--- src/rtl/hs_pkg.sv ---
// ---------------------------------------------------------------------------
// hs_pkg
// Shared definitions for the handshake transmit scheduler slice.
//   - Default widths and the watchdog limit used by hs_tx_scheduler.
//   - FSM state encoding, shared by the scheduler and anything that
//     decodes its state.
// ---------------------------------------------------------------------------
package hs_pkg;

    localparam int N_REQ_DEF  = 4;
    localparam int TAG_W_DEF  = 2;
    localparam int DATA_W_DEF = 6;
    localparam int WIDTH_DEF  = 8;
    localparam int TO_CYC_DEF = 255;

    localparam logic [1:0] ST_IDLE  = 2'd0;
    localparam logic [1:0] ST_ISSUE = 2'd1;
    localparam logic [1:0] ST_WAIT  = 2'd2;

endpackage

--- src/rtl/rr_arbiter.sv ---
// ---------------------------------------------------------------------------
// rr_arbiter
// Combinational round-robin arbiter. It picks the first asserted request at
// or after the priority pointer, wrapping cyclically.
// Ports:
//   valid_i  in  N_REQ  request vector
//   ptr_i    in  IDX_W  index that has highest priority this cycle
//   grant_o  out N_REQ  one-hot grant (all zero when nothing is valid)
//   idx_o    out IDX_W  index of the granted requester
//   any_o    out 1      some requester is valid
// ---------------------------------------------------------------------------
module rr_arbiter
    import hs_pkg::*;
#(
    parameter int N_REQ = N_REQ_DEF,
    parameter int IDX_W = $clog2(N_REQ)
) (
    input  logic [N_REQ-1:0] valid_i,
    input  logic [IDX_W-1:0] ptr_i,
    output logic [N_REQ-1:0] grant_o,
    output logic [IDX_W-1:0] idx_o,
    output logic             any_o
);

    logic [IDX_W-1:0] cand;

    // Walk the requesters starting at the pointer. N_REQ is a power of two,
    // so the natural IDX_W-bit wrap of ptr+k gives the cyclic order. The
    // first valid candidate wins.
    always_comb begin
        grant_o = '0;
        idx_o   = '0;
        any_o   = 1'b0;
        cand    = '0;
        for (int k = 0; k < N_REQ; k++) begin
            cand = ptr_i + IDX_W'(k);
            if (!any_o && valid_i[cand]) begin
                any_o = 1'b1;
                idx_o = cand;
            end
        end
        grant_o[idx_o] = any_o;
    end

endmodule

--- src/rtl/hs_tx_scheduler.sv ---
// ---------------------------------------------------------------------------
// hs_tx_scheduler
// Shares one handshake-synchronizer transmit channel among N_REQ requesters.
// A round-robin winner has its payload tagged with its index. The tagged
// word is issued for one cycle, and no further issue happens until the
// channel pulses sidle.
// Ports:
//   clk, rst     clock and synchronous active-high reset
//   req_valid    per-requester valid
//   req_data     packed payloads, requester i at [i*DATA_W +: DATA_W]
//   req_ready    one-hot accept (combinational, only in IDLE)
//   sready       one-cycle issue pulse to the channel
//   din          {tag, payload}, valid while sready is high
//   sidle        channel-idle pulse, honoured only while waiting
//   busy         scheduler is not idle
//   timeout_err  sticky watchdog flag, cleared only by rst
//   xfer_cnt     wrapping count of issued transfers
// ---------------------------------------------------------------------------
module hs_tx_scheduler
    import hs_pkg::*;
#(
    parameter int N_REQ  = N_REQ_DEF,
    parameter int TAG_W  = TAG_W_DEF,
    parameter int DATA_W = DATA_W_DEF,
    parameter int WIDTH  = WIDTH_DEF,
    parameter int TO_CYC = TO_CYC_DEF
) (
    input  logic                    clk,
    input  logic                    rst,
    input  logic [N_REQ-1:0]        req_valid,
    input  logic [N_REQ*DATA_W-1:0] req_data,
    output logic [N_REQ-1:0]        req_ready,
    output logic                    sready,
    output logic [WIDTH-1:0]        din,
    input  logic                    sidle,
    output logic                    busy,
    output logic                    timeout_err,
    output logic [15:0]             xfer_cnt
);

    localparam int WD_W = $clog2(TO_CYC + 1);

    logic [1:0]       state_q,   state_d;
    logic [TAG_W-1:0] rr_ptr_q,  rr_ptr_d;
    logic [WD_W-1:0]  wd_cnt_q,  wd_cnt_d;
    logic [WIDTH-1:0] din_q,     din_d;
    logic [15:0]      xfer_q,    xfer_d;
    logic             timeout_q, timeout_d;
    logic             sready_q,  sready_d;
    logic             busy_q,    busy_d;

    logic [N_REQ-1:0] gnt;
    logic [TAG_W-1:0] gnt_idx;
    logic             gnt_any;

    rr_arbiter #(
        .N_REQ (N_REQ),
        .IDX_W (TAG_W)
    ) u_arb (
        .valid_i (req_valid),
        .ptr_i   (rr_ptr_q),
        .grant_o (gnt),
        .idx_o   (gnt_idx),
        .any_o   (gnt_any)
    );

    // Requesters are accepted only while IDLE, so they stall during ISSUE
    // and WAIT without any extra handshake.
    assign req_ready = (state_q == ST_IDLE) ? gnt : '0;

    // Next-state logic. sready and busy are computed from the next state
    // so that they come straight from flops and line up with the state.
    // The watchdog raises timeout_err on the increment that brings wd_cnt
    // to TO_CYC, then holds the count there.
    always_comb begin
        state_d   = state_q;
        rr_ptr_d  = rr_ptr_q;
        wd_cnt_d  = wd_cnt_q;
        din_d     = din_q;
        xfer_d    = xfer_q;
        timeout_d = timeout_q;
        case (state_q)
            ST_IDLE: begin
                if (gnt_any) begin
                    din_d    = {gnt_idx, req_data[gnt_idx*DATA_W +: DATA_W]};
                    rr_ptr_d = gnt_idx + TAG_W'(1);
                    state_d  = ST_ISSUE;
                end
            end
            ST_ISSUE: begin
                xfer_d   = xfer_q + 16'd1;
                wd_cnt_d = '0;
                state_d  = ST_WAIT;
            end
            ST_WAIT: begin
                if (sidle) begin
                    state_d = ST_IDLE;
                end else if (wd_cnt_q != WD_W'(TO_CYC)) begin
                    wd_cnt_d = wd_cnt_q + WD_W'(1);
                    if (wd_cnt_d == WD_W'(TO_CYC)) begin
                        timeout_d = 1'b1;
                    end
                end else begin
                    timeout_d = 1'b1;
                end
            end
            default: state_d = ST_IDLE;
        endcase
        sready_d = (state_d == ST_ISSUE);
        busy_d   = (state_d != ST_IDLE);
    end

    // State and output registers. A reset in the middle of a transfer
    // returns to IDLE at once. Anything still inside the channel is
    // forgotten.
    always_ff @(posedge clk) begin
        if (rst) begin
            state_q   <= ST_IDLE;
            rr_ptr_q  <= '0;
            wd_cnt_q  <= '0;
            din_q     <= '0;
            xfer_q    <= '0;
            timeout_q <= 1'b0;
            sready_q  <= 1'b0;
            busy_q    <= 1'b0;
        end else begin
            state_q   <= state_d;
            rr_ptr_q  <= rr_ptr_d;
            wd_cnt_q  <= wd_cnt_d;
            din_q     <= din_d;
            xfer_q    <= xfer_d;
            timeout_q <= timeout_d;
            sready_q  <= sready_d;
            busy_q    <= busy_d;
        end
    end

    assign sready      = sready_q;
    assign din         = din_q;
    assign busy        = busy_q;
    assign timeout_err = timeout_q;
    assign xfer_cnt    = xfer_q;

endmodule

--- config.mk ---
export PLATFORM = sky130hd
export DESIGN_NAME = hs_tx_scheduler
export DESIGN_NICKNAME = d
export VERILOG_FILES = /design/src/rtl/hs_pkg.sv /design/src/rtl/rr_arbiter.sv /design/src/rtl/hs_tx_scheduler.sv
export SDC_FILE = /design/constraint.sdc
export NUM_CORES = 1
export LEC_CHECK = 0
export BUFFER_PORTS_ARGS = -buffer_cell sky130_fd_sc_hd__buf_4
export CORE_UTILIZATION = 50
export DETAILED_ROUTE_END_ITERATION = 12
export PLACE_DENSITY_LB_ADDON = 0.3
export SYNTH_ARGS = -nofsm -noshare
export SYNTH_HDL_FRONTEND = slang
export SYNTH_SLANG_ARGS = --single-unit
--- constraint.sdc ---
create_clock -name clk -period 4 [get_ports clk]
set_clock_uncertainty 0.05 [all_clocks]
set_input_delay 0.2 -clock clk [delete_from_list [all_inputs] [get_ports clk]]
set_output_delay 0.2 -clock clk [all_outputs]
set_load 0.01 [all_outputs]
# Word-level counts from Yosys, hierarchy flattened
# Cells that the tools add are included.
word_totals:
  out_inout_bits: 31
  reg_bits: 39
  input_bits: 31
  word_cells: 72
classes:
  bitwise_logic: 2
  eq_ne: 8
  magnitude_cmp: 6
  mul: 1
  addsub: 6
  n_shift: 1
  reduce_logical: 13
  muxes: 27
ops:
  columns: ["operator", "count"]
  rows:
  - ["24-bit by 6-bit indexed part select with 6-bit output", 1]
  - ["16-bit by 1-bit adder with 16-bit output, second input constant", 1]
  - ["8-bit 2-to-1 mux", 2]
  - ["8-bit case mux with 2 select lines", 1]
  - ["2-bit by 3-bit < comparator with 1-bit output, second input constant", 5]
  - ["2-bit 2-to-1 mux", 6]
  - ["1-bit 2-to-1 mux", 11]
  - ["8-bit by 1-bit adder with 8-bit output, second input constant", 1]
  - ["1-bit binary-select mux with 2-bit select", 4]
  - ["8-bit equality test, second input constant", 1]
  - ["8-bit != test, second input constant", 1]
  - ["2-bit case mux with 3 select lines", 1]
  - ["3-bit AND reduction", 2]
  - ["2-bit by 1-bit adder with 2-bit output, second input constant", 2]
  - ["2-bit adder, second input constant", 2]
  - ["4-bit bitwise AND", 1]
  - ["2-bit by 1-bit equality test with 1-bit output, second input constant", 2]
  - ["1-bit logical AND", 4]
  - ["2-bit by 2-bit multiplier with 4-bit output, second input constant", 1]
  - ["4-bit 2-to-1 mux", 1]
  - ["2-bit != test, second input constant", 2]
  - ["2-bit nonzero test", 2]
  - ["1-bit zero test", 3]
  - ["1-bit demux with 2-bit select", 1]
  - ["6 further kinds", 6]

# Logic depth before layout (Yosys ltp)
# Gate-level depths: netlist of the first run.
logic_depth:
  depth_word: 18
  mapped_depth: 9
  mapped_depth_nobuf: 7

# By module
# A second synthesis of the first run with hierarchy kept.
unflattened:
  cells_unflattened: 239
  hier_area_um2: 2057.0
by_module_without_submodules:
  columns: ["module", "area_per_inst_um2", "seq_area_each_um2", "cells_each", "n_inst"]
  rows:
  - ["hs_tx_scheduler", 1874.3, 780.7, 207, 1]
  - ["rr_arbiter", 182.7, 0.0, 32, 1]

# Worst setup path after synthesis of the first run
# No wires, ideal clock.
synth_path:
  kind: "reg-to-output"
  startpoint: "register rr_ptr_q[0]"
  endpoint: "output port req_ready[1]"
  t_required_ns: 3.750
  t_arrival_ns: 1.683
  path_buffers: 2
  stages_incl_launch_ff: 9
  slack_ns: 2.067
  cell_sequence: "dfxtp_1 nand2b_1 a21oi_1 a211o_1 clkbuf_1 buf_2 inv_1 ha_1 and2_1"
synth_between:
  elab_chain_cells: 18
  elab_cells_between_ends: 32
  classes_between: "add/sub (3); order compare (2); mux (19); bitwise (1); reduce/logical (7)"
synth_rtl:
  columns: ["item", "line", "text"]
  rows:
  - ["start: declaration", "hs_tx_scheduler.sv:44", "logic [TAG_W-1:0] rr_ptr_q, rr_ptr_d;"]
  - ["start signal: assignment", "hs_tx_scheduler.sv:128", "rr_ptr_q <= rr_ptr_d;"]
  - ["branches (longest 11 deep; another with 2-bit by 1-bit adder with 2-bit output)", null, null]
  - ["2-bit 2-to-1 mux (*)", "rr_arbiter.sv:37", "if (!any_o && valid_i[cand]) begin"]
  - ["via gnt_idx[0]", "hs_tx_scheduler.sv:53", "logic [TAG_W-1:0] gnt_idx;"]
  - ["2-bit by 3-bit < comparator with 1-bit output (not written as such) or 2-bit by 1-bit greater-or-equal comparator with 1-bit output (tied branches)", "rr_arbiter.sv:42", "grant_o[idx_o] = any_o;"]
  - ["1-bit logical AND (not written as such)", "rr_arbiter.sv:42", null]
  - ["1-bit 2-to-1 mux (not written as such)", "rr_arbiter.sv:42", null]
  - ["1-bit demux with 2-bit select (*)", null, null]
  - ["4-bit bitwise AND (no source line) (*)", null, null]
  - ["4-bit 2-to-1 mux (*)", "hs_tx_scheduler.sv:69", "assign req_ready = (state_q == ST_IDLE) ? gnt : '0;"]
  - ["end: declaration", "hs_tx_scheduler.sv:32", "output logic [N_REQ-1:0] req_ready,"]
# Mark *: on every way through the listed nets, which the timed path passes. The select of a mux whose other input is x is not followed.

# Worst setup path after layout of the first run
# Ends and elaborated chain as after synthesis.

==> out/results.md, run 1 <==
| Metric | Reported | Unit |
|:---|:---|:---|
| Setup total negative slack | 0 | ps |
| Global placer's final weighted congestion | 0.832 | - |
| Drt initial violations | 102 | - |
| Wire length of the first global-routing pass | 6.82 | mm |
| Synthesized-area fraction occupied by ao, oa, aoi and oai cells | 0.162 | - |
| Seq/Total Area, Yosys | 0.394 | - |
| Critical setup path kind | reg -> out | - |
| Antenna violations before repair | 0 | - |
| Mean routed wirelength per cell | 12.5 | um |
| Core Box Area | 3740 | um2 |
| Critical path required time | 3750 | ps |
| Total Routing Usage GR | 0.211 | - |
| Time the final worst path needs with I/O delays and setup | 2470 | ps |
| Headroom to the max-slew limit | 0.479 | - |
| Grt ovf | 0 | - |
| Mapped cell area | 1980 | um2 |
| Final setup vio count | 0 | - |
| Length of the first detailed-routing pass in iterations | 4 | - |
| Worst Hold Path Cells | 3 | - |
| Pin count of the biggest net entering global routing | 40 | - |
| Number of buffers on the longest clock path | 2 | - |
| Worst-Skew Late Latency | 290 | ps |
| Crit end category | output port | - |
| Hold-fix buffers at CTS | 0 | - |
| Clock network fraction of design power | 0.308 | - |
| Layout Area Growth over Synthesis | 28.8 | % |
| Antenna fix cells | 0 | - |
| Clock Sinks | 39 | - |
| Arrival time at the worst endpoint | 2220 | ps |
| Most common flop cell mapped by yosys | sky130_fd_sc_hd__dfxtp_1 | - |
| Clk Tree Root Cell | sky130_fd_sc_hd__clkbuf_8 | - |
| Max Slew Vio Count | 0 | - |
| Synthesized-area fraction occupied by xor and xnor cells | 0.0619 | - |
| Area of placed instances | 2450 | um2 |
| Share of synthesized flip-flops with an asynchronous set or reset | 0 | - |
| Gate count after technology mapping | 230 | - |
| Portion of total power attributed to sequential cells | 0.469 | - |
| Number of max-cap violations | 0 | - |
| Count of cell types in the netlist | 40 | - |
| Static Leakage | 1.13 | nW |
| Via density per instance | 5.29 | - |
| Crit share post-route | 0.618 | - |
| Net switching share of the total power | 0.270 | - |
| Half-perimeter wire length after placement | 3.07 | mm |
| # IOs | 62 | - |
| Yosys top cell area share | 0.394 | - |
| Post-CTS Setup Inserts | 0 | - |
| RSZ-0062 raised after global routing | false | - |
| Share of cells above drive strength 1 | 0.240 | - |
| Number of gates resized after cts | 0 | - |
| Starting density of the core | 0.529 | - |
| Standard-cell row count | 22 | - |
| Die Y | 64.9 | um |
| Sum of routed wire length over all layers | 4.20 | mm |
| Crit Reg-Reg Endpoint | wd_cnt_q[7] | - |
| Type of origin of the critical path | register | - |
| Warning count from the yosys run | 0 | - |
| Net Sw Power | 0.251 | mW |
| Post-route ant nets | 0 | - |
| Max VDD drop | 0.208 | mV |
| TritonCTS clock tree | done | - |
| Width of the die | 64.9 | um |
| Number of global-route vias before repair | 1509 | - |
| Hold violation count in the final report | 0 | - |
| Count of port buffers added during placement | 61 | - |
| R2R depth | 5 | - |
| Post-Syn Nets | 268 | - |
| Routed via count | 1776 | - |
| Total of flip-flops plus latches after synthesis | 39 | - |
| TritonCTS Buffers | 5 | - |
| Combinational share of power | 0.223 | - |
| Adder-cell share of the synthesized area | 0.0442 | - |
| Maximum level of the CTS H-tree | 2 | - |
| Area fraction in and, or, nand and nor cells after synthesis | 0.239 | - |
| Max frequency | 404 | MHz |
| Worst hold path startpoint | req_data[23] | - |
| Portion of netlist area occupied by mux cells | 0.0606 | - |
| Combinational family with the most area after synthesis | simple AND/OR/NAND/NOR gates | - |
| Measured slew at the worst slew-check pin | 776 | ps |
| Class of the tightest hold or removal check | in -> reg | - |
| Final-stage net count | 325 | - |
| Pwr per Cell Area | 364 | nW/um2 |
| Mean post-synth cell area | 8.61 | um2 |
| Leading post-synthesis cells by cell area | sky130_fd_sc_hd__dfxtp_1, sky130_fd_sc_hd__mux2i_1, sky130_fd_sc_hd__a21oi_1, sky130_fd_sc_hd__nor2_1, sky130_fd_sc_hd__ha_1 | - |
| Pint | 0.677 | mW |
| Worst Hold End | din[5] | - |
| Reg2Reg Launch Point | state_q[1] | - |
| Clock-pin slew of the registers on the worst-case setup and hold paths | 70 | ps |
| Reg2reg setup slack | 1860 | ps |
| Non-Filler Cell Area, Final | 2550 | um2 |
| Area leader, netlist | sky130_fd_sc_hd__dfxtp_1 | - |
| Die area | 4220 | um2 |
| Post-synth EDFFs | 0 | - |
| Post-detailed-route DRC marker count | 0 | - |
| Maximum fanout encountered on the critical timing path | 16 | - |
| Run status | finished clean | - |
| Post-layout total power | 0.928 | mW |
==> layout make-up <==
class	instances	area, um2
clock buffer	8	100
multi-input combinational	173	1130
fill	334	1190
inverter	7	26.3
tap	48	60.1
sequential	39	781
timing repair buffer	61	458
==> layout by cell type, fill, tap and decap left out <==
cell,n
sky130_fd_sc_hd__or3b_1,1
sky130_fd_sc_hd__a21oi_1,21
sky130_fd_sc_hd__a311o_1,1
sky130_fd_sc_hd__clkbuf_8,7
sky130_fd_sc_hd__mux2i_1,12
sky130_fd_sc_hd__nor3_1,3
sky130_fd_sc_hd__ha_1,7
sky130_fd_sc_hd__a41oi_1,1
sky130_fd_sc_hd__clkbuf_1,1
sky130_fd_sc_hd__a31oi_1,1
sky130_fd_sc_hd__o221ai_1,6
sky130_fd_sc_hd__o21ai_0,6
sky130_fd_sc_hd__and2b_1,1
sky130_fd_sc_hd__nand4_1,5
sky130_fd_sc_hd__nor2b_1,2
sky130_fd_sc_hd__nor2_1,27
sky130_fd_sc_hd__dfxtp_1,39
sky130_fd_sc_hd__a311oi_1,1
sky130_fd_sc_hd__o22ai_1,1
sky130_fd_sc_hd__nor3b_1,1
sky130_fd_sc_hd__or3_1,4
sky130_fd_sc_hd__or2b_1,1
sky130_fd_sc_hd__o21a_1,1
sky130_fd_sc_hd__a41o_4,1
sky130_fd_sc_hd__and2_1,7
sky130_fd_sc_hd__a2bb2oi_1,1
sky130_fd_sc_hd__a211oi_1,5
sky130_fd_sc_hd__xor2_1,8
sky130_fd_sc_hd__a32o_1,1
sky130_fd_sc_hd__nand2_1,17
sky130_fd_sc_hd__a211o_1,1
sky130_fd_sc_hd__xnor2_1,6
sky130_fd_sc_hd__inv_1,7
sky130_fd_sc_hd__nand2b_1,4
sky130_fd_sc_hd__and3_1,5
sky130_fd_sc_hd__buf_4,61
sky130_fd_sc_hd__nand3b_1,7
sky130_fd_sc_hd__and4_1,1
sky130_fd_sc_hd__nand3_1,5
sky130_fd_sc_hd__or4_1,1
==> stage by stage <==
stage / instances / setup WS (ps) / utilization / hold slack, ps
5_1_grt: 336 / 1360 / 0.681 / 167
3_3_place_gp: 328 / 1850 / 0.655 / 396
2_1_floorplan: 230 / 2070 / - / 245
3_5_place_dp: 328 / 1830 / 0.655 / 401
6_report: 336 / 1530 / 0.681 / 171
4_1_cts: 336 / 1500 / 0.681 / 163
==> worst max path at each step <==
stage           startpoint      endpoint  slack [ps]  depth (start not counted)
2_1_floorplan  rr_ptr_q[0]  req_ready[1]        2070                          8
3_3_place_gp   rr_ptr_q[0]  req_ready[3]        1850                          7
3_5_place_dp   rr_ptr_q[0]  req_ready[1]        1830                          7
4_1_cts        rr_ptr_q[0]  req_ready[1]        1500                          7
5_1_grt        rr_ptr_q[0]  req_ready[3]        1360                          7
6_report       rr_ptr_q[0]  req_ready[1]        1530                          7
==> synth_stat cells, types with 2 or more instances <==
| cell type | count |
|---|---|
| sky130_fd_sc_hd__dfxtp_1 | 39 |
| sky130_fd_sc_hd__nor2_1 | 27 |
| sky130_fd_sc_hd__a21oi_1 | 21 |
| sky130_fd_sc_hd__nand2_1 | 17 |
| sky130_fd_sc_hd__mux2i_1 | 12 |
| sky130_fd_sc_hd__clkbuf_1 | 8 |
| sky130_fd_sc_hd__xor2_1 | 8 |
| sky130_fd_sc_hd__and2_1 | 7 |
| sky130_fd_sc_hd__ha_1 | 7 |
| sky130_fd_sc_hd__inv_1 | 7 |
| sky130_fd_sc_hd__nand3b_1 | 7 |
| sky130_fd_sc_hd__o21ai_0 | 6 |
| sky130_fd_sc_hd__o221ai_1 | 6 |
| sky130_fd_sc_hd__xnor2_1 | 6 |
| sky130_fd_sc_hd__a211oi_1 | 5 |
| sky130_fd_sc_hd__and3_1 | 5 |
| sky130_fd_sc_hd__nand3_1 | 5 |
| sky130_fd_sc_hd__nand4_1 | 5 |
| sky130_fd_sc_hd__nand2b_1 | 4 |
| sky130_fd_sc_hd__or3_1 | 4 |
| sky130_fd_sc_hd__nor3_1 | 3 |
| sky130_fd_sc_hd__buf_2 | 2 |
| sky130_fd_sc_hd__nor2b_1 | 2 |
==> power groups by stage <==
| stage | clock [mW] | sequential [mW] | combinational, mW |
|---|---|---|---|
| after global placement | 0 | 0.443 | 0.207 |
| final | 0.286 | 0.435 | 0.207 |
| after global routing | 0.311 | 0.438 | 0.230 |
| after floorplan | 0 | 0.449 | 0.122 |
| after CTS | 0.296 | 0.434 | 0.209 |
| after detailed placement | 0 | 0.443 | 0.208 |
==> worst max-delay path: stages (launching register included) <==
cell                       delay, ps
sky130_fd_sc_hd__dfxtp_1         330
sky130_fd_sc_hd__nand2b_1        160
sky130_fd_sc_hd__a21oi_1         140
sky130_fd_sc_hd__a211o_1         610
sky130_fd_sc_hd__inv_1           180
sky130_fd_sc_hd__ha_1            240
sky130_fd_sc_hd__and2_1          130
sky130_fd_sc_hd__buf_4           130
==> flip-flops by register name (all words and copies together), names as in the netlist <==
| signal | count |
|---|---|
| rr_ptr_q | 2 |
| timeout_err | 1 |
| din | 8 |
| state_q | 2 |
| busy | 1 |
| xfer_cnt | 16 |
| sready | 1 |
| wd_cnt_q | 8 |
==> layer usage <==
layer  vias up  track usage  wire [um]
met5         -            0          0
met4         0       0.0667         54
met3         7       0.0651        210
met2        33        0.340       2000
met1       802        0.268       1940
li1        934            -          -
==> logic make-up (layout without fill, tap and decap cells) <==
group | count (synthesis) | count (layout)
multiplexers | 12 | 12
AO/OA/AOI/OAI | 48 | 48
flip-flops | 39 | 39
adder cells (fa/ha/maj) | 7 | 7
buffers and inverters | 18 | 76
XOR/XNOR | 14 | 14
AND/OR/NAND/NOR | 92 | 92
(Power assumes the default switching activity.)
==> run 2, diff against run 1 <==
- CORE_UTILIZATION: 50 -> 46
- clock period: 4 -> 2.07 ns (I/O delays scaled with it)
==> out/results.md, run 2 (synthesized netlist as in run 1, its figures left out) <==
| Metric | Reported | Unit |
|:---|:---|:---|
| Critical path required time | 1920 | ps |
| Share of cells above drive strength 1 | 0.271 | - |
| Post-detailed-route DRC marker count | 0 | - |
| Count of port buffers added during placement | 61 | - |
| Non-Filler Cell Area, Final | 2630 | um2 |
| M3 GR Usage | 0.0591 | - |
| Worst path cell trace | a21oi_1 -> nor3b_1 -> or3_1 -> inv_2 -> ha_1 -> and2_1 -> buf_4 | - |
| Worst hold path startpoint | req_data[23] | - |
| Max VDD drop | 0.565 | mV |
| Crit end category | output port | - |
| Crit share post-route | 0.940 | - |
| Commonest non-fill, non-tap cell in the layout | sky130_fd_sc_hd__buf_4 | - |
| Antenna fix cells | 0 | - |
| Hold-fix buffers at CTS | 0 | - |
| Worst-Skew Late Latency | 290 | ps |
| Commonest non-fill, non-tap cells in the layout | sky130_fd_sc_hd__buf_4, sky130_fd_sc_hd__dfxtp_1, sky130_fd_sc_hd__nor2_1 | - |
| Number of global-route vias before repair | 1728 | - |
| Half-perimeter wire length after placement | 3.41 | mm |
| Post-place setup slack | 159 | ps |
| Crit Reg-Reg Endpoint | wd_cnt_q[7] | - |
| TritonCTS Buffers | 5 | - |
| Max FFs per register | 16 | - |
| Standard-cell row count | 23 | - |
| Drt initial violations | 139 | - |
| Worst path setup slack after routing | 123 | ps |
| Core occupancy in the finished layout | 0.648 | - |
| Reg2Reg Launch Point | wd_cnt_q[0] | - |
| TritonCTS clock tree | done | - |
| Clock Sinks | 39 | - |
| Type of origin of the critical path | register | - |
| M1 GR Usage | 0.259 | - |
| Width of the die | 67.6 | um |
| RSZ-0062 raised after global routing | false | - |
| Time the final worst path needs with I/O delays and setup | 1950 | ps |
| Pin count of the biggest net entering global routing | 40 | - |
| Critical setup path kind | reg -> out | - |
| Clock-pin slew of the registers on the worst-case setup and hold paths | 80 | ps |
| Headroom to the max-slew limit | 0.735 | - |
| Wire length of the first global-routing pass | 7.69 | mm |
| Starting density of the core | 0.488 | - |
| Mean routed wirelength per cell | 13.5 | um |
| Antenna violations before repair | 0 | - |
| Number of max-cap violations | 0 | - |
| Final setup vio count | 0 | - |
| Run status | finished clean | - |
| Via density per instance | 5.39 | - |
| Crit path from | rr_ptr_q[1] | - |
| Reg2reg setup slack | 130 | ps |
| Fillers | 370 | - |
| Post-route ant nets | 0 | - |
| Critical path's slowest cell | sky130_fd_sc_hd__or3_1 | - |
| Capture point of the critical path | req_ready[3] | - |
| Critical path's largest stage delay | 450 | ps |
| Routed via count | 1859 | - |
| R2R depth | 5 | - |
| Static Leakage | 1.17 | nW |
| Grt ovf | 0 | - |
| Total area of multi-input combinational cells | 1140 | um2 |
| Most used routing layer | met2 | - |
| Hold violation count in the final report | 0 | - |
| Core Box Area | 4060 | um2 |
| Maximum fanout encountered on the critical timing path | 5 | - |
| Class of the tightest hold or removal check | in -> reg | - |
| Area of placed instances | 2510 | um2 |
| Die area | 4570 | um2 |
| Clk Tree Root Cell | sky130_fd_sc_hd__clkbuf_8 | - |
| Setup total negative slack | 0 | ps |
| Measured slew at the worst slew-check pin | 397 | ps |
| Maximum level of the CTS H-tree | 2 | - |
| Layout Area Growth over Synthesis | 32.7 | % |
| Pwr per Cell Area | 727 | nW/um2 |
| Final-stage net count | 332 | - |
| Number of buffers on the longest clock path | 2 | - |
| Max frequency | 514 | MHz |
| Total Routing Usage GR | 0.224 | - |
| Met2 Usage GRT | 0.392 | - |
| Length of the first detailed-routing pass in iterations | 4 | - |
| Global placer's final weighted congestion | 0.852 | - |
| Max Slew Vio Count | 0 | - |
| Sum of routed wire length over all layers | 4.65 | mm |
| Register cell area after layout | 781 | um2 |
| # IOs | 62 | - |
| Post-layout total power | 1.91 | mW |
| Arrival time at the worst endpoint | 1790 | ps |
| Die Y | 67.6 | um |
run 2: timing repair:
action,in CTS,in global routing
buffers inserted,0,0
resized for setup,0,3
endpoints found under the setup margin,0,5
run 2: metrics by stage:
step | hold slack (ps) | cells
5_1_grt | 72.1 | 345
3_5_place_dp | 352 | 337
4_1_cts | 46.0 | 345
6_report | 53.7 | 345
3_3_place_gp | 350 | 337
2_1_floorplan | 149 | 230
run 2: final cells by class:
cell class                      count  share of cell area
Sequential cell                    39               0.297
Tap cell                           50              0.0238
Multi-Input combinational cell    173               0.432
Clock inverter                      3              0.0167
Clock buffer                        5              0.0262
Timing Repair Buffer               68               0.194
Inverter                            7              0.0100
run 2: critical path, delay by kind of cell (launching register included):
kind / cells / cell delay, ps
and+or+nand+nor: 3 / 630
DFF: 1 / 350
buffers and inverters: 2 / 230
adders and majority gates: 1 / 170
AOI/OAI and AO/OA: 1 / 140
run 2: metal layers:
layer	wire length [um]	part of all wire
met1	2090	0.45
met2	2350	0.51
met3	159	0.034
met4	51	0.011
met5	0	0
run 2: worst min-delay path by stage:
stage            endpoint  cells past startpoint
2_1_floorplan  state_q[0]                      1
3_3_place_gp       din[5]                      3
3_5_place_dp       din[5]                      3
4_1_cts            din[5]                      3
5_1_grt            din[5]                      3
6_report           din[5]                      3
run 2: where the power goes:
part / total, mW / internal [mW] / leakage, nW / switching, mW
Clock: 0.634 / 0.359 / 0.0581 / 0.275
Sequential: 0.837 / 0.801 / 0.318 / 0.0360
Combinational: 0.440 / 0.225 / 0.791 / 0.215
Total: 1.91 / 1.39 / 1.17 / 0.525
